==> config.mk <==
export PLATFORM = sky130hd
export DESIGN_NAME = pipeline_hazard_ctrl
export DESIGN_NICKNAME = d
export VERILOG_FILES = /design/src/rtl/pipeline_hazard_ctrl.sv
export SDC_FILE = /design/constraint.sdc
export NUM_CORES = 1
export LEC_CHECK = 0
export BUFFER_PORTS_ARGS = -buffer_cell sky130_fd_sc_hd__buf_2
export CORE_ASPECT_RATIO = 0.8
export CORE_MARGIN = 2
export CORE_UTILIZATION = 40
export DETAILED_ROUTE_END_ITERATION = 12
export PLACE_DENSITY_LB_ADDON = 0.08
export REMOVE_ABC_BUFFERS = 1
export SLEW_MARGIN = 25
export SYNTH_ARGS = -nofsm -noshare
export SYNTH_HDL_FRONTEND = slang
export SYNTH_SLANG_ARGS = --single-unit
==> constraint.sdc <==
create_clock -name CLK -period 1.85 [get_ports CLK]
set_clock_uncertainty 0.15 [all_clocks]
set_input_delay 0.37 -clock CLK [delete_from_list [all_inputs] [get_ports CLK]]
set_output_delay 0.37 -clock CLK [all_outputs]
set_load 0.005 [all_outputs]
==> src/rtl/pipeline_hazard_ctrl.sv <==
`default_nettype none
// ============================================================================
// Module      : pipeline_hazard_ctrl
// Description : Stall/flush sequencer for the 5-stage RISC-V pipeline. Turns
//               memory busy-waits, load-use hazards and taken branches into
//               PC / pipeline-register write enables and bubble controls.
//               Also keeps stall and redirect statistics and flags busy-waits
//               that never end.
// Revision    : 1.0 - initial release
// ============================================================================
module pipeline_hazard_ctrl #(
  parameter int FLUSH_CYCLES = 1,    // IF/ID flush cycles per redirect (1..3)
  parameter int TIMEOUT      = 255,  // freeze length that raises BUSY_TIMEOUT
  parameter int CNT_W        = 16    // statistics counter width
) (
  input  logic             CLK,
  input  logic             RESET,
  input  logic             IMEM_BUSY,
  input  logic             DMEM_BUSY,
  input  logic [4:0]       ID_RS1,
  input  logic [4:0]       ID_RS2,
  input  logic             ID_USES_RS1,
  input  logic             ID_USES_RS2,
  input  logic [4:0]       EX_RD,
  input  logic             EX_MEM_READ,
  input  logic             BRANCH_TAKEN,
  output logic             PC_WRITE_EN,
  output logic             IFID_WRITE_EN,
  output logic             IDEX_WRITE_EN,
  output logic             EXMEM_WRITE_EN,
  output logic             MEMWB_WRITE_EN,
  output logic             IFID_FLUSH,
  output logic             IDEX_FLUSH,
  output logic [1:0]       STATE,
  output logic             BUSY_TIMEOUT,
  output logic [CNT_W-1:0] STALL_COUNT,
  output logic [CNT_W-1:0] REDIRECT_COUNT
);

  localparam int                BUSY_W       = (TIMEOUT < 2) ? 1 : $clog2(TIMEOUT + 1);
  localparam logic [BUSY_W-1:0] BUSY_MAX     = BUSY_W'(TIMEOUT);
  localparam logic [BUSY_W-1:0] BUSY_ONE     = BUSY_W'(1);
  localparam logic [1:0]        FLUSH_RELOAD = 2'(FLUSH_CYCLES - 1);
  localparam logic [CNT_W-1:0]  CNT_ONE      = CNT_W'(1);
  localparam logic [CNT_W-1:0]  CNT_MAX      = '1;

  typedef enum logic [1:0] {
    RUN    = 2'b00,
    FREEZE = 2'b01,
    FLUSH  = 2'b10
  } state_t;

  state_t             state, state_nxt;
  state_t             resume, resume_nxt;
  state_t             eval_state;
  logic [1:0]         flush_cnt, flush_cnt_nxt;
  logic [BUSY_W-1:0]  busy_cnt, busy_cnt_nxt;
  logic               freeze;
  logic               load_use;
  logic               stall_inc;
  logic               redirect_inc;
  logic               timeout_hit;
  logic               timeout_flag;
  logic [CNT_W-1:0]   stall_count;
  logic [CNT_W-1:0]   redirect_count;

  assign freeze   = IMEM_BUSY | DMEM_BUSY;
  assign load_use = EX_MEM_READ & (EX_RD != 5'd0) &
                    ((ID_USES_RS1 & (ID_RS1 == EX_RD)) |
                     (ID_USES_RS2 & (ID_RS2 == EX_RD)));

  // On the cycle a freeze ends, the pipeline behaves as the state it froze in.
  assign eval_state = (state == FREEZE) ? resume : state;

  // Next-state and control outputs, priority freeze > branch > load-use.
  always_comb begin
    PC_WRITE_EN    = 1'b1;
    IFID_WRITE_EN  = 1'b1;
    IDEX_WRITE_EN  = 1'b1;
    EXMEM_WRITE_EN = 1'b1;
    MEMWB_WRITE_EN = 1'b1;
    IFID_FLUSH     = 1'b0;
    IDEX_FLUSH     = 1'b0;
    state_nxt      = state;
    resume_nxt     = resume;
    flush_cnt_nxt  = flush_cnt;
    busy_cnt_nxt   = busy_cnt;
    stall_inc      = 1'b0;
    redirect_inc   = 1'b0;
    timeout_hit    = 1'b0;

    if (!RESET) begin
      // Hold the PC and fill every register with bubbles.
      PC_WRITE_EN = 1'b0;
      IFID_FLUSH  = 1'b1;
      IDEX_FLUSH  = 1'b1;
    end else if (freeze) begin
      PC_WRITE_EN    = 1'b0;
      IFID_WRITE_EN  = 1'b0;
      IDEX_WRITE_EN  = 1'b0;
      EXMEM_WRITE_EN = 1'b0;
      MEMWB_WRITE_EN = 1'b0;
      stall_inc      = 1'b1;
      if (state != FREEZE) begin
        state_nxt    = FREEZE;
        resume_nxt   = state;
        busy_cnt_nxt = BUSY_ONE;
      end else if (busy_cnt != BUSY_MAX) begin
        busy_cnt_nxt = busy_cnt + BUSY_ONE;
      end
      timeout_hit = (busy_cnt_nxt == BUSY_MAX);
    end else begin
      busy_cnt_nxt = '0;
      state_nxt    = eval_state;
      case (eval_state)
        FLUSH: begin
          // ID contents are discarded here, so load-use is irrelevant.
          IFID_FLUSH = 1'b1;
          IDEX_FLUSH = 1'b1;
          if (BRANCH_TAKEN) begin
            redirect_inc  = 1'b1;
            flush_cnt_nxt = FLUSH_RELOAD;
          end else if (flush_cnt <= 2'd1) begin
            state_nxt = RUN;
          end else begin
            flush_cnt_nxt = flush_cnt - 2'd1;
          end
        end
        default: begin
          if (BRANCH_TAKEN) begin
            IFID_FLUSH   = 1'b1;
            IDEX_FLUSH   = 1'b1;
            redirect_inc = 1'b1;
            if (FLUSH_CYCLES > 1) begin
              state_nxt     = FLUSH;
              flush_cnt_nxt = FLUSH_RELOAD;
            end else begin
              state_nxt = RUN;
            end
          end else if (load_use) begin
            // Hold PC and IF/ID one cycle, inject a bubble into ID/EX.
            PC_WRITE_EN   = 1'b0;
            IFID_WRITE_EN = 1'b0;
            IDEX_FLUSH    = 1'b1;
            stall_inc     = 1'b1;
            state_nxt     = RUN;
          end else begin
            state_nxt = RUN;
          end
        end
      endcase
    end
  end

  // Sequencer state register.
  always_ff @(posedge CLK) begin
    if (!RESET) begin
      state     <= RUN;
      resume    <= RUN;
      flush_cnt <= 2'd0;
      busy_cnt  <= '0;
    end else begin
      state     <= state_nxt;
      resume    <= resume_nxt;
      flush_cnt <= flush_cnt_nxt;
      busy_cnt  <= busy_cnt_nxt;
    end
  end

  // Saturating statistics counters and sticky busy-timeout flag.
  always_ff @(posedge CLK) begin
    if (!RESET) begin
      stall_count    <= '0;
      redirect_count <= '0;
      timeout_flag   <= 1'b0;
    end else begin
      if (stall_inc && (stall_count != CNT_MAX)) begin
        stall_count <= stall_count + CNT_ONE;
      end
      if (redirect_inc && (redirect_count != CNT_MAX)) begin
        redirect_count <= redirect_count + CNT_ONE;
      end
      if (timeout_hit) begin
        timeout_flag <= 1'b1;
      end
    end
  end

  assign STATE          = state;
  assign BUSY_TIMEOUT   = timeout_flag;
  assign STALL_COUNT    = stall_count;
  assign REDIRECT_COUNT = redirect_count;

endmodule
`default_nettype wire

==> impl_metrics.toml <==
[detailed_routing]
route.detailed.drc = 0
routed_wirelength_um = 7530
met1_length_um = 3610
wl_met2_um = 3530
ant_nets = 0
firstDrtPassIters = 4
drt_iter0_drc = 106
viasPerCell = 5.35
dr_wl_met3_um = 340
highest_layer = "met4"
avgRoutedWirePerCell_um = 13.9
num_vias = 2893

[yosys]
synthMuxAreaShare = 0.0498
ys.flop_type = "dfxtp_1"
synth-adder-area-share = 0.0191
synthArstFlopShare = 0
syn_avg_cell_area_um2 = 8.51
synth_top_family_by_area = "simple AND/OR/NAND/NOR gates"
synth_simple_gate_area_frac = 0.292
synth_edf_count = 0
synthCells = 307
synth-xor-area-share = 0.0704
synth_cell_types = 50
yosys_warnings = 0
synth_compound_area_frac = 0.165
ys_ff_latch = 47
synth-seq-area-share = 0.360
post_synth_instance_area_mm2 = 0.00261

[cts]
cts_tree = "built"
numCtsBuffers = 5
cts.clk_slew.worst_paths_ps = 80
worstSkewPairLatency_ps = 300
cts_htree_levels = 2
cts_root_buf = "clkbuf_8"
ctsHoldBuffers = 0
cts_max_path_buffers = 2
clock_sinks = 47

[power_and_ir_drop]
leakagePower_uw = 0.00174
vdd_drop_max_v = 0.000659
cellPowerDensity_mw_per_mm2 = 559
power_uw = 2260

[critical_path]
required_ps = 1330
cp_max_fo = 3
cp_data_arrival_time_ps = 1550
worstSetupPathType = "register to output port"
startpoint_type = "register"
r2r_start = "STATE[1]$_SDFFE_PN0P_"
cp-startpoint = "STATE[1]$_SDFFE_PN0P_"
end_kind = "output port"

[timing]
setup-tns-final_ps = -2290
grt_setup_unrepaired = "true"
timing.hold.ws_ps = 274
period_minus_slack_ps = 2070
hold_viol = 0
tightest_slew_ps = 440
report.final.slew_viol_count = 0
fin_crit_sh = 1.12
worst_slack_ps = -225
finalSetupViolCount = 16
slew_headroom = 0.704
clock.fmax_mhz = 482

[die]
die_h_um = 76.3
die_area_mm2 = 0.00720
core-area_mm2 = 0.00634
pin_count = 65
start_util = 0.412
die_w_um = 94.4
rows = 26

[finish]
n_antenna_cell = 0
area_growth_pct = 55.1
fin_util = 0.639
nets = 483
drive_gt1_frac = 0.466
layout_commonest_cell = "buf_4"
mostFrequentLayoutCells = "buf_4 (81), buf_2 (64), dfxtp_1 (37), nand2_1 (34), nor2_1 (22)"

[min_path]
hp-class = "input pin to register"
min-delay-start = "RESET"

[global_route]
grt_pass1_vias = 2812
grt_pass1_wl_um = 12700
grt.total_usage = 0.214
gr-total-overflow = 0
antenna_found_initial = 0
grt_max_degree = 20

[run]
cap_violations = 0

[placement]
dp_hpwl_um = 5420
gp_congestion = 0.813
portBuffers = 64

[outcome]
status = "complete, but fails checks"
violations = "negative setup slack"
[cell families (layout without fill, tap and decap cells)]
logic type	Yosys count	after routing
multiplexers	13	13
adder cells (fa/ha/maj)	4	4
XOR/XNOR	21	21
flip-flops	47	47
AND/OR/NAND/NOR	137	137
buffers and inverters	22	171
AO/OA/AOI/OAI	63	64
[final timing paths]
path / end / slack (ps) / cells after the start
worst min-delay path: STATE[0]$_SDFFE_PN0P_ / 270 / 3
worst max-delay path: IDEX_FLUSH / -220 / 7
worst min register to register: BUSY_TIMEOUT$_SDFFE_PN0P_ / 320 / 2
worst max register to register: STALL_COUNT[4]$_SDFFE_PN0P_ / -210 / 8
[final cells by class]
class                   count  area (um2)
clock inverters             2        60.1
repair buffers            155        1040
fillers                   560        2290
clock buffers               6        72.6
inverters                   8        30.0
flip-flops and latches     47         953
multi-input cells         239        1790
well taps                  84         105
[sequential cells by signal, indices dropped and copies added (netlist names)]
signal,cells
resume,2
REDIRECT_COUNT,16
flush_cnt,2
STATE,2
busy_cnt,8
BUSY_TIMEOUT,1
STALL_COUNT,16
[Yosys cell counts (2+ instances only)]
cell type,count,area share
a21oi_1,18,0.034
and2_1,4,0.0096
and3_1,10,0.024
and4_1,4,0.013
buf_4,2,0.0057
buf_6,3,0.013
clkbuf_1,8,0.011
dfxtp_1,47,0.36
ha_1,4,0.019
inv_1,7,0.010
mux2i_1,13,0.050
nand2_1,35,0.050
nand2b_1,3,0.0072
nand3_1,8,0.015
nand4_1,13,0.031
nor2_1,23,0.033
nor2b_1,2,0.0048
nor3_1,6,0.011
nor3_4,2,0.012
nor3b_1,2,0.0057
nor4_1,2,0.0048
o2111ai_1,2,0.0067
o211ai_1,6,0.017
o21ai_0,8,0.015
o311ai_0,3,0.010
o31ai_1,11,0.032
o41ai_1,3,0.010
or2_2,3,0.0072
or3_1,3,0.0072
or4_1,13,0.037
xnor2_1,13,0.044
xor2_1,8,0.027
[metrics by stage]
step | setup WS, ps | cell area, um2 | instances
floorplan | -299 | 2530 | 293
global placement | -309 | 3550 | 520
detailed placement | -377 | 3550 | 520
CTS | -248 | 3860 | 534
global route | -335 | 4050 | 541
finish | -225 | 4050 | 541
[what timing repair did]
action / CTS / global route
gates cloned: 1 / 0
pin swaps: 7 / 25
buffers inserted: 5 / 7
gates resized for setup: 28 / 37
setup endpoints to repair: 23 / 33
[layer usage]
metal,track usage,vias up
met2,0.356,62
met1,0.291,1377
met5,0,-
met4,0.0478,0
met3,0.0366,7
li1,-,1447
[worst max-delay path: stages (launching register included)]
cell and delay (ps):
dfxtp_2 340, buf_6 110, nor2b_4 120, nor3_4 180
buf_6 130, o21ai_2 50, a41o_1 200, buf_2 120
[power by group]
part | internal [uW] | switching [uW] | total [uW]
Clock | 540 | 354 | 894
Sequential | 1030 | 9.91 | 1040
Combinational | 162 | 170 | 331
Note: power is estimated with default switching activity, not from simulation.
